===== config.mk =====
export PLATFORM = sky130hd
export DESIGN_NAME = ps2_key_source
export DESIGN_NICKNAME = d
export VERILOG_FILES = /design/src/rtl/ps2_key_source.sv
export SDC_FILE = /design/constraint.sdc
export NUM_CORES = 1
export LEC_CHECK = 0
export ABC_AREA = 1
export BUFFER_PORTS_ARGS = -buffer_cell sky130_fd_sc_hd__buf_2
export CAP_MARGIN = 20
export CELL_PAD_IN_SITES_DETAIL_PLACEMENT = 0
export CELL_PAD_IN_SITES_GLOBAL_PLACEMENT = 2
export CORE_MARGIN = 4
export CORE_UTILIZATION = 38
export CTS_CLUSTER_DIAMETER = 50
export DETAILED_ROUTE_END_ITERATION = 10
export GPL_TIMING_DRIVEN = 0
export PLACE_DENSITY_LB_ADDON = 0.15
export SYNTH_ARGS = -nofsm -noshare
export SYNTH_HDL_FRONTEND = slang
export SYNTH_SLANG_ARGS = --single-unit

===== constraint.sdc =====
create_clock -name clk_sys -period 4.5 [get_ports clk_sys]
set_input_delay 0.225 -clock clk_sys [delete_from_list [all_inputs] [get_ports clk_sys]]
set_output_delay 0.225 -clock clk_sys [all_outputs]
set_load 0.03 [all_outputs]

===== src/rtl/ps2_key_source.sv =====
// PS/2 keyboard line receiver: synchronizes and filters the raw clock/data pair,
// frames 11-bit PS/2 characters and turns accepted bytes into the 11-bit ps2_key event word.
module ps2_key_source #(
   parameter int FILTER_LEN = 8,
   parameter int TIMEOUT    = 12000
) (
   input  logic        clk_sys,
   input  logic        reset_n,
   input  logic        ps2_clk_in,
   input  logic        ps2_data_in,
   output logic [10:0] ps2_key,
   output logic        err,
   output logic [1:0]  dbg_state_o
);

   localparam int TW = $clog2(TIMEOUT + 1);

   localparam logic [1:0] ST_IDLE   = 2'd0;
   localparam logic [1:0] ST_DATA   = 2'd1;
   localparam logic [1:0] ST_PARITY = 2'd2;
   localparam logic [1:0] ST_STOP   = 2'd3;

   logic          clk_s1_q, clk_s2_q, dat_s1_q, dat_s2_q;
   logic          filt_clk_q, filt_clk_d, filt_del_q, fall_q;
   logic [7:0]    filt_cnt_q, filt_cnt_d;
   logic [1:0]    state_q, state_d;
   logic [2:0]    bit_cnt_q, bit_cnt_d;
   logic [7:0]    shift_q, shift_d;
   logic          par_ok_q, par_ok_d;
   logic          ext_q, ext_d, rel_q, rel_d;
   logic [2:0]    skip_q, skip_d;
   logic [TW-1:0] to_cnt_q, to_cnt_d;
   logic [10:0]   key_q, key_d;
   logic          err_q, err_d;
   logic          to_hit;

   // The filtered clock flips only after FILTER_LEN consecutive opposite samples.
   always_comb begin
      filt_clk_d = filt_clk_q;
      filt_cnt_d = 8'd0;
      if (clk_s2_q != filt_clk_q) begin
         if (filt_cnt_q == 8'(FILTER_LEN - 1)) begin
            filt_clk_d = clk_s2_q;
         end else begin
            filt_cnt_d = filt_cnt_q + 8'd1;
         end
      end
   end

   assign to_hit = (state_q != ST_IDLE) && (to_cnt_q == TW'(TIMEOUT)) && !fall_q;

   always_comb begin
      state_d   = state_q;
      bit_cnt_d = bit_cnt_q;
      shift_d   = shift_q;
      par_ok_d  = par_ok_q;
      ext_d     = ext_q;
      rel_d     = rel_q;
      skip_d    = skip_q;
      key_d     = key_q;
      err_d     = 1'b0;
      to_cnt_d  = to_cnt_q;

      if (fall_q) begin
         to_cnt_d = '0;
         case (state_q)
            ST_IDLE: begin
               if (!dat_s2_q) begin
                  state_d   = ST_DATA;
                  bit_cnt_d = 3'd0;
               end else begin
                  err_d = 1'b1;
               end
            end
            ST_DATA: begin
               shift_d   = {dat_s2_q, shift_q[7:1]};
               bit_cnt_d = bit_cnt_q + 3'd1;
               if (bit_cnt_q == 3'd7) state_d = ST_PARITY;
            end
            ST_PARITY: begin
               par_ok_d = dat_s2_q ^ (^shift_q);
               state_d  = ST_STOP;
            end
            default: begin
               state_d = ST_IDLE;
               if (dat_s2_q && par_ok_q) begin
                  // A nonzero skip count swallows the remainder of a Pause sequence.
                  if (skip_q != 3'd0) begin
                     skip_d = skip_q - 3'd1;
                  end else if (shift_q == 8'hE1) begin
                     skip_d = 3'd7;
                  end else if (shift_q == 8'hE0) begin
                     ext_d = 1'b1;
                  end else if (shift_q == 8'hF0) begin
                     rel_d = 1'b1;
                  end else if (shift_q == 8'h00 || shift_q == 8'hFF || shift_q == 8'hAA ||
                               shift_q == 8'hEE || shift_q == 8'hFA || shift_q == 8'hFE) begin
                     ext_d = 1'b0;
                     rel_d = 1'b0;
                  end else begin
                     key_d = {~key_q[10], ~rel_q, ext_q, shift_q};
                     ext_d = 1'b0;
                     rel_d = 1'b0;
                  end
               end else begin
                  err_d = 1'b1;
               end
            end
         endcase
      end else if (to_hit) begin
         state_d  = ST_IDLE;
         to_cnt_d = '0;
         err_d    = 1'b1;
      end else if (state_q != ST_IDLE) begin
         to_cnt_d = to_cnt_q + TW'(1);
      end

      if (err_d) begin
         ext_d  = 1'b0;
         rel_d  = 1'b0;
         skip_d = 3'd0;
      end
   end

   always_ff @(posedge clk_sys) begin
      if (!reset_n) begin
         clk_s1_q   <= 1'b1;
         clk_s2_q   <= 1'b1;
         dat_s1_q   <= 1'b1;
         dat_s2_q   <= 1'b1;
         filt_clk_q <= 1'b1;
         filt_del_q <= 1'b1;
         filt_cnt_q <= 8'd0;
         fall_q     <= 1'b0;
         state_q    <= ST_IDLE;
         bit_cnt_q  <= 3'd0;
         shift_q    <= 8'd0;
         par_ok_q   <= 1'b0;
         ext_q      <= 1'b0;
         rel_q      <= 1'b0;
         skip_q     <= 3'd0;
         to_cnt_q   <= '0;
         key_q      <= 11'd0;
         err_q      <= 1'b0;
      end else begin
         clk_s1_q   <= ps2_clk_in;
         clk_s2_q   <= clk_s1_q;
         dat_s1_q   <= ps2_data_in;
         dat_s2_q   <= dat_s1_q;
         filt_clk_q <= filt_clk_d;
         filt_del_q <= filt_clk_q;
         filt_cnt_q <= filt_cnt_d;
         fall_q     <= filt_del_q & ~filt_clk_q;
         state_q    <= state_d;
         bit_cnt_q  <= bit_cnt_d;
         shift_q    <= shift_d;
         par_ok_q   <= par_ok_d;
         ext_q      <= ext_d;
         rel_q      <= rel_d;
         skip_q     <= skip_d;
         to_cnt_q   <= to_cnt_d;
         key_q      <= key_d;
         err_q      <= err_d;
      end
   end

   assign ps2_key     = key_q;
   assign err         = err_q;
   assign dbg_state_o = state_q;

endmodule


# After elaboration in Yosys (flattened, before gate mapping)
# Cells that the tools add are included.
dict set report op_classes {
  add_sub_neg 4
  multipliers 0
  div_mod_pow 0
  order_cmp 0
  n_eq_ne 18
  n_shift 0
  mux 17
  n_bitwise 13
  reduce_logical 31
}
# op count
set ops {}
lappend ops {{== test 8 bit, second input constant} 8}
lappend ops {{adder 14 x 1 -> 14 bit, second input constant} 1}
lappend ops {{== test 14 bit, second input constant} 1}
lappend ops {{AND reduction 6 bit} 2}
lappend ops {{inverter 1 bit} 11}
lappend ops {{two-way mux 3 bit} 3}
lappend ops {{OR reduction 3 bit} 3}
lappend ops {{adder 8 x 1 -> 8 bit, second input constant} 1}
lappend ops {{== test 8 x 3 -> 1 bit, second input constant} 1}
lappend ops {{zero test 8 bit} 1}
lappend ops {{two-way mux 2 bit} 4}
lappend ops {{AND reduction 8 bit} 1}
lappend ops {{nonzero test 2 bit} 4}
lappend ops {{XOR reduction 8 bit} 1}
lappend ops {{two-way mux 1 bit} 7}
lappend ops {{!= test 3 bit, second input constant} 2}
lappend ops {{case mux 2 bit (3 select lines)} 1}
lappend ops {{case mux 3 bit (2 select lines)} 1}
lappend ops {{AND reduction 2 bit} 3}
lappend ops {{AND reduction 3 bit} 2}
lappend ops {{logical OR 1 bit} 5}
lappend ops {{!= test 2 bit, second input constant} 2}
lappend ops {{AND reduction 4 bit} 1}
lappend ops {{OR reduction 2 bit} 2}
lappend ops {{13 further kinds} 15}
dict set report totals {
  ff_bits 60
  latchBits 0
  mem_bits_rw 0
  rom_bits 0
  inputBits 4
  out_inout_bits 14
  wordCells 101
  n_memories 0
}

# Longest topological paths before layout
dict set report depth {
  depth_word 8
  mapped_depth 11
  ltp_nobuf 11
}

# Worst setup path after synthesis
# OpenSTA, ideal clock, no wires.
dict set report synth_path {
  path_kind {flip-flop to flip-flop}
  startpoint {register state_q[0] (netlist: dbg_state_o[0])}
  endpoint {register to_cnt_q[12]}
  setup_ns 0.116
  t_arrival_ns 1.629
  required_time_ns 4.384
  path_slack_ns 2.755
  path_stages_with_launch 11
  n_path_buf 0
  period_less_slack_ns 1.745
  path_cell_list {dfxtp_1 inv_1 ha_1 inv_2 nand4_2 nor2_2 nand2_1 nor2_2 nand2_1 nand2_1 a21oi_1}
}
dict set report synth_via {
  elab_chain_cells 4
}
# element line_no
set synth_lines {}
lappend synth_lines {{from (decl)} 26} ;# logic [1:0] state_q, state_d;
lappend synth_lines {{from (signal assigned)} 154} ;# state_q <= state_d;
lappend synth_lines {{nonzero test 2 bit *} {50, 114}}
lappend synth_lines {{logical AND 1 bit (2 in a row)} 50} ;# assign to_hit = (state_q != ST_IDLE) && (to_cnt_q == TW'(TIMEOUT)) && !fall_q;
lappend synth_lines {{OR reduction 3 bit (no line)} --}
lappend synth_lines {{to (signal assigned)} 161} ;# to_cnt_q <= to_cnt_d;
lappend synth_lines {{to (decl)} 32} ;# logic [TW-1:0] to_cnt_q, to_cnt_d;
# Every way passes the cells marked *; elsewhere a longest branch is shown, timed or not.
# A chain may end at the register's enable or synchronous reset.

# Worst setup path after layout
# Ends and elaborated chain as after synthesis.

==> impl_results.html <==
<table>
<tr><th>Metric</th><th>Value</th></tr>
<tr><th colspan="2">Run status</th></tr>
<tr><td>Outcome</td><td>completed</td></tr>
<tr><th colspan="2">Die</th></tr>
<tr><td>Die width</td><td>97.25 µm</td></tr>
<tr><td>Chip height</td><td>97.25 µm</td></tr>
<tr><td>Effective utilization at floorplan</td><td>39.17%</td></tr>
<tr><td>Number of top-level design ports</td><td>18</td></tr>
<tr><td>Standard-cell row count</td><td>32</td></tr>
<tr><td>Area inside the core boundary</td><td>~0.0077 mm²</td></tr>
<tr><td>Die Outline Area</td><td>0.009457 mm²</td></tr>
<tr><th colspan="2">Clock tree</th></tr>
<tr><td>Number of gates resized after cts</td><td>0</td></tr>
<tr><td>Maximum count of clock buffers along a single path</td><td>2</td></tr>
<tr><td>Setup fix buffers added after clock tree synthesis</td><td>0</td></tr>
<tr><td>Clock tree from TritonCTS</td><td>yes</td></tr>
<tr><td>Number of buffers created by CTS</td><td>9</td></tr>
<tr><td>Depth of the CTS H-tree</td><td>3</td></tr>
<tr><td>Clock sink total</td><td>60</td></tr>
<tr><td>Clock transition at the registers of the reported paths</td><td>approximately 0.07 ns</td></tr>
<tr><td>Post-cts hold buffer count</td><td>0</td></tr>
<tr><td>Worst-skew pair later-pin latency</td><td>0.34 ns</td></tr>
<tr><td>Clk root buf</td><td>clkbuf_8</td></tr>
<tr><th colspan="2">STA</th></tr>
<tr><td>Setup slack of the critical path after layout</td><td>2.698 ns</td></tr>
<tr><td>Final clock skew</td><td>just under 0.009 ns</td></tr>
<tr><td>Period utilisation layout</td><td>between 40% and 50%</td></tr>
<tr><td>Worst Hold Slack</td><td>about 0.074 ns</td></tr>
<tr><td>Total Negative Setup Slacks</td><td>0 ns</td></tr>
<tr><td>Final number of max-transition violations</td><td>0</td></tr>
<tr><td>Final Hold Fails</td><td>0</td></tr>
<tr><td>RSZ-0062 raised after global routing</td><td>no</td></tr>
<tr><td>Setup-violating endpoint count in the final report</td><td>0</td></tr>
<tr><td>Transition time at the pin with the least slew margin</td><td>0.6468 ns</td></tr>
<tr><td>Time the final worst path needs with I/O delays and setup</td><td>1.802 ns</td></tr>
<tr><td>Maximum operating frequency</td><td>between 500 and 600 MHz</td></tr>
<tr><td>Worst slew margin</td><td>56.69%</td></tr>
<tr><th colspan="2">Global route</th></tr>
<tr><td>Maximum number of pins on one net before global-route repair</td><td>11</td></tr>
<tr><td>Antenna violations before repair</td><td>0</td></tr>
<tr><td>GR Overflow Total</td><td>0</td></tr>
<tr><td>Number of global-route vias before repair</td><td>2314</td></tr>
<tr><td>Total Routing Usage GR</td><td>around 13%</td></tr>
<tr><td>First-pass GRT wire length</td><td>10430 µm</td></tr>
<tr><th colspan="2">Placed design</th></tr>
<tr><td>Final GP Congestion</td><td>0.7785</td></tr>
<tr><td>Number of input and output port buffers inserted</td><td>17</td></tr>
<tr><td>Placed wire-length estimate after detailed placement</td><td>4627 µm</td></tr>
<tr><td>Instance count after placement with tap cells included</td><td>534</td></tr>
<tr><td>Setup Slack @ Placement</td><td>2.702 ns</td></tr>
<tr><th colspan="2">Setup path</th></tr>
<tr><td>Max stage delay on crit path</td><td>0.41 ns</td></tr>
<tr><td>Critical path capture point type</td><td>flop</td></tr>
<tr><td>Data required time of the critical path</td><td>4.77 ns</td></tr>
<tr><td>Crit path DAT</td><td>2.07 ns</td></tr>
<tr><td>Startpoint of the lowest-slack register-to-register path</td><td>dbg_state_o[0]$_SDFFE_PN0P_</td></tr>
<tr><td>Type of the worst setup path</td><td>reg -&gt; reg</td></tr>
<tr><td>CP delay by family, top</td><td>simple AND/OR/NAND/NOR gates</td></tr>
<tr><td>Number of cell instances on the worst register-to-register path</td><td>9</td></tr>
<tr><td>Buffers plus inverters on the worst setup path</td><td>2</td></tr>
<tr><td>Crit path cell chain</td><td>inv_1 &gt; ha_1 &gt; inv_2 &gt; nand4_2 &gt; nor2_2 &gt; nand2_1 &gt; nor2_2 &gt; nand2_1 &gt; a21oi_1</td></tr>
<tr><td>Worst reg2reg setup slack</td><td>roughly 2.7 ns</td></tr>
<tr><td>Capture instance of the worst register-to-register path</td><td>to_cnt_q[12]$_SDFFE_PP0N_</td></tr>
<tr><td>Slowest stage cell, crit path</td><td>dfxtp_1</td></tr>
<tr><td>Critical path peak fanout</td><td>8</td></tr>
<tr><td>Sort of element at the start of the critical path</td><td>flop</td></tr>
<tr><th colspan="2">Min path</th></tr>
<tr><td>Worst Hold Path Cells</td><td>2</td></tr>
<tr><td>Launch instance of the worst min-delay path</td><td>ps2_clk_in</td></tr>
<tr><td>Worst min-delay path endpoint</td><td>clk_s1_q$_SDFF_PN1_</td></tr>
<tr><td>Worst min path class</td><td>in -&gt; reg</td></tr>
<tr><th colspan="2">Yosys</th></tr>
<tr><td>Yosys warns</td><td>0</td></tr>
<tr><td>Synth unique cells</td><td>29</td></tr>
<tr><td>Post-synthesis instance total</td><td>415</td></tr>
<tr><td>Portion of synthesized cell area occupied by the leading cell type</td><td>39.69%</td></tr>
<tr><td>Sequential-to-total area share from yosys stat</td><td>39.69%</td></tr>
<tr><td>Cell types with the largest area share after synthesis</td><td>dfxtp_1 (40%), nand2_1 (11%), ha_1 (9.9%)</td></tr>
<tr><td>Cell accounting for the most synthesized area</td><td>dfxtp_1</td></tr>
<tr><td>Post-Synthesis Net Count</td><td>between 400 and 500</td></tr>
<tr><td>Synthesized area</td><td>0.003027 mm²</td></tr>
<tr><td>Synthesized area divided by synthesized cell count</td><td>7.293 µm²</td></tr>
<tr><td>FF+latch count, synth</td><td>60</td></tr>
<tr><th colspan="2">Final layout</th></tr>
<tr><td>Commonest cells after routing, fill and taps aside</td><td>nand2_1 (92), dfxtp_1 (60), inv_1 (54)</td></tr>
<tr><td>Multi-input gate area</td><td>0.001543 mm²</td></tr>
<tr><td>Final-stage net count</td><td>approximately 470</td></tr>
<tr><td>Post-route core utilization</td><td>~45%</td></tr>
<tr><td>Filler cell count</td><td>840</td></tr>
<tr><td>Final Non-Filler Cells</td><td>550</td></tr>
<tr><td>Commonest non-fill, non-tap cell in the layout</td><td>nand2_1</td></tr>
<tr><td>Layout area overhead</td><td>14.34%</td></tr>
<tr><td>Ratio of cells with drive above 1 in the final layout</td><td>between 10% and 20%</td></tr>
<tr><td>Sequential cell area</td><td>0.001201 mm²</td></tr>
<tr><td># diodes</td><td>0</td></tr>
<tr><th colspan="2">Power</th></tr>
<tr><td>Power share of the combinational group</td><td>1.9%</td></tr>
<tr><td>Internal portion of total power</td><td>0.8556 mW</td></tr>
<tr><td>Switch Pwr</td><td>0.2295 mW</td></tr>
<tr><td>Portion of total power attributed to sequential cells</td><td>between 40% and 50%</td></tr>
<tr><td>Leakage</td><td>about 1.5 nW</td></tr>
<tr><td>Peak ir drop on the vdd network</td><td>roughly 0.15 mV</td></tr>
<tr><td>Power share of the clock group</td><td>48.9%</td></tr>
<tr><td>Total power per unit cell area</td><td>313.5 mW/mm²</td></tr>
<tr><td>Switching Share</td><td>21.15%</td></tr>
<tr><th colspan="2">Detailed routing</th></tr>
<tr><td>Number of nets with antenna violations after routing</td><td>0</td></tr>
<tr><td>DRT Wirelength</td><td>between 6000 and 7000 µm</td></tr>
<tr><td>Drt via density</td><td>4.653</td></tr>
<tr><td>DRC violation total after the first TritonRoute iteration</td><td>82</td></tr>
<tr><td>Overall via count from detail_route</td><td>2559</td></tr>
<tr><td>Wire length per cell after detailed routing</td><td>about 11 µm</td></tr>
<tr><td>DRC violations left</td><td>0</td></tr>
<tr><td>DRT Pass-1 Iters</td><td>4</td></tr>
<tr><th colspan="2">Flow run</th></tr>
<tr><td>Max cap viols</td><td>0</td></tr>
</table>
-- synthesized netlist by cell type (all sizes together) --
| cell | number |
|---|---|
| nand2 | 92 |
| dfxtp | 60 |
| inv | 56 |
| nor2 | 56 |
| a21oi | 38 |
| ha | 24 |
| o21ai | 18 |
| nand3 | 15 |
| nand4 | 15 |
| or2 | 10 |
| nor3 | 9 |
| buf | 8 |
| xor2 | 4 |
| nor3b | 3 |
| clkbuf | 2 |
| o211ai | 2 |
| a31oi | 1 |
| and3 | 1 |
| xnor2 | 1 |
-- kinds of logic after synthesis --
group                    share of synthesized area (%)
XOR/XNOR                                         1.447
flip-flops                                       39.69
AO/OA/AOI/OAI                                    9.962
AND/OR/NAND/NOR                                  29.64
buffers and inverters                            9.343
adder cells (fa/ha/maj)                          9.922
-- worst max path at each step --
| stage | start | endpoint | slack (ns) | cells past startpoint |
|---|---|---|---|---|
| 2_1_floorplan | dbg_state_o[0]$_SDFFE_PN0P_ | to_cnt_q[12]$_SDFFE_PP0N_ | 2.75 | 10 |
| 3_5_place_dp | dbg_state_o[0]$_SDFFE_PN0P_ | to_cnt_q[10]$_SDFFE_PP0N_ | 2.70 | 9 |
| 3_3_place_gp | dbg_state_o[0]$_SDFFE_PN0P_ | skip_q[2]$_SDFFE_PP0P_ | 2.69 | 9 |
| 4_1_cts | dbg_state_o[0]$_SDFFE_PN0P_ | to_cnt_q[12]$_SDFFE_PP0N_ | 2.68 | 9 |
| 6_report | dbg_state_o[0]$_SDFFE_PN0P_ | to_cnt_q[12]$_SDFFE_PP0N_ | 2.70 | 9 |
| 5_1_grt | dbg_state_o[0]$_SDFFE_PN0P_ | rel_q$_SDFFE_PP0P_ | 2.49 | 9 |
-- flip-flops by register name (all words and copies together) (netlist names), 2 cells and up --
signal and count:
bit_cnt_q 3, dbg_state_o 2, filt_cnt_q 8, ps2_key 11, shift_q 8, skip_q 3
to_cnt_q 14
-- area by class of cell --
type | instances | area share (%)
inverters | 56 | 6.074
flip-flops and latches | 60 | 34.71
plain buffers | 10 | 2.097
multi-input cells | 289 | 44.58
well taps | 102 | 3.688
clock inverters | 3 | 1.229
repair buffers | 17 | 2.458
clock buffers | 13 | 5.170
-- power groups by stage --
stage / Sequential, mW / Combinational, mW / Clock, mW
CTS: 0.534 / 0.0218 / 0.550
global route: 0.534 / 0.0244 / 0.577
floorplan: 0.546 / 0.0146 / 0
global placement: 0.546 / 0.0217 / 0
finish: 0.534 / 0.0210 / 0.530
detailed placement: 0.546 / 0.0217 / 0
-- routing by layer --
layer | share of wire [%] | GRT usage, % | vias to the layer above
li1 | - | - | 1379
met1 | 49 | 17.15 | 1145
met2 | 46 | 21.60 | 26
met3 | 3.6 | 3.805 | 9
met4 | 1.8 | 5.431 | 0
met5 | 0 | 0 | -
-- metrics by stage --
stage	power, mW	instance area (µm²)
final	1.085	3461
after detailed placement	0.5677	3239
after CTS	1.105	3461
after global routing	1.135	3461
after global placement	0.5677	3239
after floorplan	0.5602	3027
(Power assumes the default switching activity.)
